--- config.mk ---
export PLATFORM = sky130hd
export DESIGN_NAME = l1_mem_arbiter_flat
export DESIGN_NICKNAME = d
export VERILOG_FILES = /design/src/rtl/l1_mem_arbiter_if.sv /design/src/rtl/l1_mem_arbiter.sv /design/src/flat_wrapper.sv
export SDC_FILE = /design/constraint.sdc
export NUM_CORES = 1
export LEC_CHECK = 0
export BUFFER_PORTS_ARGS = -buffer_cell sky130_fd_sc_hd__buf_2
export CAP_MARGIN = 5
export CORE_AREA = 2 2 110 112
export CTS_BUF_LIST = sky130_fd_sc_hd__clkbuf_16
export DETAILED_ROUTE_END_ITERATION = 7
export DIE_AREA = 0 0 112 114
export PLACE_DENSITY = 0.71
export RECOVER_POWER = 25
export SKIP_LAST_GASP = 1
export SLEW_MARGIN = 5
export SYNTH_ARGS = -nofsm -noshare
export SYNTH_HDL_FRONTEND = slang
export SYNTH_SLANG_ARGS = --single-unit
--- constraint.sdc ---
create_clock -name clk -period 1.7 [get_ports clk]
set_input_delay 0.085 -clock clk [delete_from_list [all_inputs] [get_ports clk]]
set_output_delay 0.085 -clock clk [all_outputs]
set_load 0.005 [all_outputs]
--- src/rtl/l1_mem_arbiter_if.sv ---
// Memory-side request channel shared by the L1 caches through l1_mem_arbiter.
// The master modport is the arbiter's view; the slave modport is the adapter's view.
interface l1_mem_arbiter_if #(
    parameter int ADDR_W = 32,
    parameter int DATA_W = 32
);
    logic                  m_req;
    logic                  m_write;
    logic [ADDR_W-1:0]     m_addr;
    logic [3:0]            m_len;
    logic [DATA_W-1:0]     m_wdata;
    logic [DATA_W/8-1:0]   m_wstrb;
    logic                  m_ack;
    logic                  m_rvalid;
    logic [DATA_W-1:0]     m_rdata;
    logic                  m_rlast;
    logic                  m_bdone;

    modport master (
        output m_req, m_write, m_addr, m_len, m_wdata, m_wstrb,
        input  m_ack, m_rvalid, m_rdata, m_rlast, m_bdone
    );

    modport slave (
        input  m_req, m_write, m_addr, m_len, m_wdata, m_wstrb,
        output m_ack, m_rvalid, m_rdata, m_rlast, m_bdone
    );
endinterface

--- src/rtl/l1_mem_arbiter.sv ---
// Arbitrates I-cache block refills and D-cache refills/write-through stores onto one memory channel.
// Define ARB_DPRIO_EN to give the D side fixed priority on simultaneous requests (default: round-robin).
module l1_mem_arbiter #(
    parameter int ADDR_W    = 32,
    parameter int DATA_W    = 32,
    parameter int BLK_WORDS = 4
) (
    input  logic                clk,
    input  logic                rst,
    input  logic                i_req,
    input  logic [ADDR_W-1:0]   i_addr,
    output logic [DATA_W-1:0]   i_rdata,
    output logic                i_rvalid,
    output logic                i_done,
    input  logic                d_req,
    input  logic                d_write,
    input  logic [ADDR_W-1:0]   d_addr,
    input  logic [DATA_W-1:0]   d_wdata,
    input  logic [DATA_W/8-1:0] d_wstrb,
    output logic [DATA_W-1:0]   d_rdata,
    output logic                d_rvalid,
    output logic                d_done,
    l1_mem_arbiter_if.master    mem
);
    localparam int              OFS_W     = $clog2(BLK_WORDS) + 2;
    localparam logic [ADDR_W-1:0] BLK_MASK = ~((ADDR_W'(1) << OFS_W) - ADDR_W'(1));
    localparam logic [3:0]      LAST_BEAT = 4'(BLK_WORDS - 1);

    typedef enum logic [1:0] {S_IDLE, S_ISSUE, S_RDATA, S_WRESP} state_t;
    typedef enum logic {OWN_I = 1'b0, OWN_D = 1'b1} owner_t;

    state_t              state, state_nx;
    owner_t              owner, owner_nx;
    owner_t              rr_last, rr_last_nx;
    owner_t              tie_winner;
    logic                grant;
    logic [ADDR_W-1:0]   addr_q;
    logic                write_q;
    logic [DATA_W-1:0]   wdata_q;
    logic [DATA_W/8-1:0] wstrb_q;
    logic [3:0]          beat_cnt;
    logic                err_len;
    logic                beat_end;

`ifdef ARB_DPRIO_EN
    assign tie_winner = OWN_D;
`else
    assign tie_winner = (rr_last == OWN_I) ? OWN_D : OWN_I;
`endif

    assign beat_end = (state == S_RDATA) && mem.m_rvalid && mem.m_rlast;

    always_comb begin
        // NOTE: every output of this block gets a default first so no path leaves it unassigned (no latch).
        state_nx   = state;
        owner_nx   = owner;
        rr_last_nx = rr_last;
        grant      = 1'b0;
        case (state)
            S_IDLE: begin
                if (i_req || d_req) begin
                    grant    = 1'b1;
                    state_nx = S_ISSUE;
                    if (i_req && d_req) owner_nx = tie_winner;
                    else                owner_nx = d_req ? OWN_D : OWN_I;
                end
            end
            S_ISSUE: begin
                if (mem.m_ack) state_nx = write_q ? S_WRESP : S_RDATA;
            end
            S_RDATA: begin
                if (beat_end) begin
                    state_nx   = S_IDLE;
                    rr_last_nx = owner;
                end
            end
            S_WRESP: begin
                if (mem.m_bdone) begin
                    state_nx   = S_IDLE;
                    rr_last_nx = OWN_D;
                end
            end
            default: state_nx = S_IDLE;
        endcase
    end

    // NOTE: sequential state uses non-blocking assignments so all registers update together at the edge.
    always_ff @(posedge clk) begin
        if (rst) begin
            state    <= S_IDLE;
            owner    <= OWN_I;
            rr_last  <= OWN_I;
            addr_q   <= '0;
            write_q  <= 1'b0;
            wdata_q  <= '0;
            wstrb_q  <= '0;
            beat_cnt <= '0;
            err_len  <= 1'b0;
        end else begin
            state   <= state_nx;
            owner   <= owner_nx;
            rr_last <= rr_last_nx;
            if (grant) begin
                addr_q   <= (owner_nx == OWN_D) ? d_addr : i_addr;
                write_q  <= (owner_nx == OWN_D) && d_write;
                wdata_q  <= d_wdata;
                wstrb_q  <= d_wstrb;
                beat_cnt <= '0;
            end
            if ((state == S_RDATA) && mem.m_rvalid) begin
                beat_cnt <= beat_cnt + 4'd1;
                if (mem.m_rlast && (beat_cnt != LAST_BEAT)) err_len <= 1'b1;
            end
        end
    end

    // Request fields are gated by state so the channel reads all-zero whenever it is idle.
    assign mem.m_req   = (state == S_ISSUE);
    assign mem.m_write = (state == S_ISSUE) && write_q;
    assign mem.m_addr  = (state != S_ISSUE) ? '0 : (write_q ? addr_q : (addr_q & BLK_MASK));
    assign mem.m_len   = ((state == S_ISSUE) && !write_q) ? LAST_BEAT : 4'd0;
    assign mem.m_wdata = mem.m_write ? wdata_q : '0;
    assign mem.m_wstrb = mem.m_write ? wstrb_q : '0;

    assign i_rvalid = (state == S_RDATA) && (owner == OWN_I) && mem.m_rvalid;
    assign d_rvalid = (state == S_RDATA) && (owner == OWN_D) && mem.m_rvalid;
    assign i_rdata  = i_rvalid ? mem.m_rdata : '0;
    assign d_rdata  = d_rvalid ? mem.m_rdata : '0;
    assign i_done   = beat_end && (owner == OWN_I);
    assign d_done   = (beat_end && (owner == OWN_D)) || ((state == S_WRESP) && mem.m_bdone);
endmodule

--- src/flat_wrapper.sv ---
// flat-port wrapper written by rule: the top's interface ports become plain ports
module l1_mem_arbiter_flat 
#(
    parameter int ADDR_W    = 32,
    parameter int DATA_W    = 32,
    parameter int BLK_WORDS = 4
)
  (clk, rst, i_req, i_addr, i_rdata, i_rvalid, i_done, d_req, d_write, d_addr, d_wdata, d_wstrb, d_rdata, d_rvalid, d_done, mem_m_req, mem_m_write, mem_m_addr, mem_m_len, mem_m_wdata, mem_m_wstrb, mem_m_ack, mem_m_rvalid, mem_m_rdata, mem_m_rlast, mem_m_bdone);
  l1_mem_arbiter_if #(.ADDR_W(ADDR_W), .DATA_W(DATA_W)) mem_i ();
  input  logic clk;
  input  logic rst;
  input  logic i_req;
  input  logic [ADDR_W-1:0] i_addr;
  output logic [DATA_W-1:0] i_rdata;
  output logic i_rvalid;
  output logic i_done;
  input  logic d_req;
  input  logic d_write;
  input  logic [ADDR_W-1:0] d_addr;
  input  logic [DATA_W-1:0] d_wdata;
  input  logic [DATA_W/8-1:0] d_wstrb;
  output logic [DATA_W-1:0] d_rdata;
  output logic d_rvalid;
  output logic d_done;
  output wire logic [$bits(mem_i.m_req)-1:0] mem_m_req;
  output wire logic [$bits(mem_i.m_write)-1:0] mem_m_write;
  output wire logic [$bits(mem_i.m_addr)-1:0] mem_m_addr;
  output wire logic [$bits(mem_i.m_len)-1:0] mem_m_len;
  output wire logic [$bits(mem_i.m_wdata)-1:0] mem_m_wdata;
  output wire logic [$bits(mem_i.m_wstrb)-1:0] mem_m_wstrb;
  input wire logic [$bits(mem_i.m_ack)-1:0] mem_m_ack;
  input wire logic [$bits(mem_i.m_rvalid)-1:0] mem_m_rvalid;
  input wire logic [$bits(mem_i.m_rdata)-1:0] mem_m_rdata;
  input wire logic [$bits(mem_i.m_rlast)-1:0] mem_m_rlast;
  input wire logic [$bits(mem_i.m_bdone)-1:0] mem_m_bdone;
  assign mem_m_req = mem_i.m_req;
  assign mem_m_write = mem_i.m_write;
  assign mem_m_addr = mem_i.m_addr;
  assign mem_m_len = mem_i.m_len;
  assign mem_m_wdata = mem_i.m_wdata;
  assign mem_m_wstrb = mem_i.m_wstrb;
  assign mem_i.m_ack = mem_m_ack;
  assign mem_i.m_rvalid = mem_m_rvalid;
  assign mem_i.m_rdata = mem_m_rdata;
  assign mem_i.m_rlast = mem_m_rlast;
  assign mem_i.m_bdone = mem_m_bdone;
  l1_mem_arbiter #(.ADDR_W(ADDR_W), .DATA_W(DATA_W), .BLK_WORDS(BLK_WORDS)) u_core (.clk(clk), .rst(rst), .i_req(i_req), .i_addr(i_addr), .i_rdata(i_rdata), .i_rvalid(i_rvalid), .i_done(i_done), .d_req(d_req), .d_write(d_write), .d_addr(d_addr), .d_wdata(d_wdata), .d_wstrb(d_wstrb), .d_rdata(d_rdata), .d_rvalid(d_rvalid), .d_done(d_done), .mem(mem_i));
endmodule
==> impl_metrics.toml <==
[min_path]
hold_start = "d_wdata[20]"
hold_class = "in -> reg"

[setup_path]
required_ps = 1620
worstSetupStartpointType = "flip-flop"
timing.critical_path.from = "u_core.state[0]"
arrival_ps = 1590
path_delay_family = "buffers and inverters"
path_max_fanout = 17
worstSetupPathType = "reg -> out"
crit_buf_inv = 3
timing.rr.start = "u_core.state[1]"
cpPeakStageDelay_ps = 350
worst_path_max_delay_cell = "dfxtp_2"
crit_path_cell_trace = "buf_6 > and4b_2 > buf_12 > a32o_1 > buf_2"
end_kind = "output pin"

[logic_synthesis]
postSynthCellCount = 546
synth_edf_count = 0
synth_area_leader_cell = "dfxtp_1"
ys_top_cells_by_area = "dfxtp_1 35%, and2_1 14%, a21oi_1 8.4%"
ys_async_sr_fraction = 0
synth-seq-area-share = 0.347
synth_top_flop_cell = "dfxtp_1"
avgSynthCellArea_um2 = 7.71
synth-seq-cells = 73
synth_area_um2 = 4210
synth_top_cell_area_share = 0.347
ys_warn_count = 0
synth_cell_type_count = 34

[clock_tree]
cts_tree = "yes"
clk_latency_ps = 330
cts_buffers = 9
h-tree-depth = 3
clock-sinks = 73
clk_pin_slew_ps = 60
cts-root-buf = "clkbuf_16"
clockBufferDepth = 2

[floorplanning]
die_area_um2 = 12800
die_height_um = 114
core-area_um2 = 11700
io_pins = 283
rows = 40
die_x_um = 112
start_util = 0.360

[flow_run]
drv_cap = 0

[global_routing]
overflow = 0
grt_pass1_vias = 4442
grt_usage = 0.216
antenna_found_initial = 1
grt_pass1_wl_um = 22600
grt_start_max_net_pins = 47

[cells_and_area]
layout.cells.most_common = "buf_2"
fin_cells = 943
diodes = 0
final_cell_mix = "280 x buf_2, 93 x and2_1, 72 x dfxtp_1"
fillers = 1160
layout-drive-gt1-share = 0.412
area_delta_synth_final_pct = 42.6
nets = 933
fin_util = 0.513

[placement]
numPlacedInstances = 922
io_buffer_count = 280
routabilityCongestion = 0.851
dpl.hpwl_um = 10100
dpl_worst_slack_ps = 170

[drt]
routed_wl_um = 14800
drt_iter0_drc = 476
detail-route-antenna-nets = 0
dr.max_layer_used = "met4"
wl_met1_um = 6580
drt_first_pass_iters = 5
wl_per_cell_um = 15.7
drc = 0
viasPerCell = 5.26
wl_met3_um = 1340
wl_met2_um = 6690
num_vias = 4964

[power]
p_leak_nw = 3.11
pwr_density_cell_nw_per_um2 = 802
ir_drop_mv = 0.347
total_power_mw = 4.81

[timing]
relSlewSlack = 0.461
fin_skew_ps = 10.8
setup_viol = 0
finalCritPeriodShare = 0.984
worstMarginPinSlew_ps = 806
fin_ws_ps = 27.4
clock.fmax_mhz = 598
whs_ps = 10.2
hold_violations = 0
rsz0062_at_grt = "yes"
min_period_ps = 1670
maxSlewViolCount = 0

[run_status]
status = "complete, no violations"
-- cells in the mapped netlist, types with 3 or more instances --
master    number
and2_1        94
dfxtp_1       73
a21oi_1       71
nand3_1       68
and3_1        40
o21ai_0       37
a311oi_1      33
o21ai_1       32
buf_2         25
clkbuf_1      18
buf_4         13
clkbuf_2      10
buf_6          4
nor2_1         3
-- kinds of logic (layout without fill, tap and decap cells) --
logic type             count (synthesis)  in the layout  share of synthesized area
AO/OA/AOI/OAI                        179            179                      0.247
other                                  1              2                   0.000891
flip-flops                            73             73                      0.347
buffers and inverters                 73            321                     0.0942
AND/OR/NAND/NOR                      220            221                      0.311
-- power breakdown --
group / internal, mW / switching (mW) / total (mW)
registers: 1.90 / 0.0882 / 1.98
clock network: 0.970 / 0.702 / 1.67
logic: 0.505 / 0.651 / 1.16
total: 3.37 / 1.44 / 4.81
-- worst min-delay path, cell delays in order --
cell     delay, ps
buf_2           90
nand3_1         50
a21oi_1         50
-- timing repair --
item | in CTS | in global routing
cloned | 0 | 2
pin swaps | 0 | 1
gates resized for setup | 1 | 5
setup buffers | 0 | 2
hold buffers | 2 | 0
endpoints found under the setup margin | 12 | 47
hold endpoints to repair | 2 | 0
-- final timing paths --
kind,endpoint,depth (start not counted),slack [ps]
worst max-delay path,d_done,5,30
worst min-delay path,u_core.wdata_q[20],3,10
worst max register to register,u_core.addr_q[18],3,150
worst min register to register,u_core.wdata_q[4],2,470
-- through the flow --
step | setup TNS [ps] | instance area [µm²]
floorplan | 0 | 4210
finish | 0 | 6000
global route | -77.4 | 6000
global placement | 0 | 5650
CTS | 0 | 5940
detailed placement | 0 | 5650
-- sequential cells by signal, summed over array words and instances (netlist names) --
register,flops
u_core.addr_q,32
u_core.rr_last,1
u_core.owner,1
u_core.state,2
u_core.write_q,1
u_core.wdata_q,32
u_core.wstrb_q,4
-- routing by layer --
layer / vias to the layer above / GRT usage
met5: - / 0
met4: 0 / 0.0650
met3: 17 / 0.0627
met2: 217 / 0.341
met1: 2290 / 0.287
li1: 2440 / -
-- layout make-up --
cell class	instances	area [µm²]	share of cell area
repair buffers	305	1710	0.285
well taps	147	184	0.0306
clock inverters	6	37.5	0.00625
clock buffers	9	225	0.0375
flip-flops and latches	73	1460	0.244
inverters	1	3.75	0.000625
multi-input cells	402	2380	0.396
No activity file was read; power rests on OpenSTA's default activity.
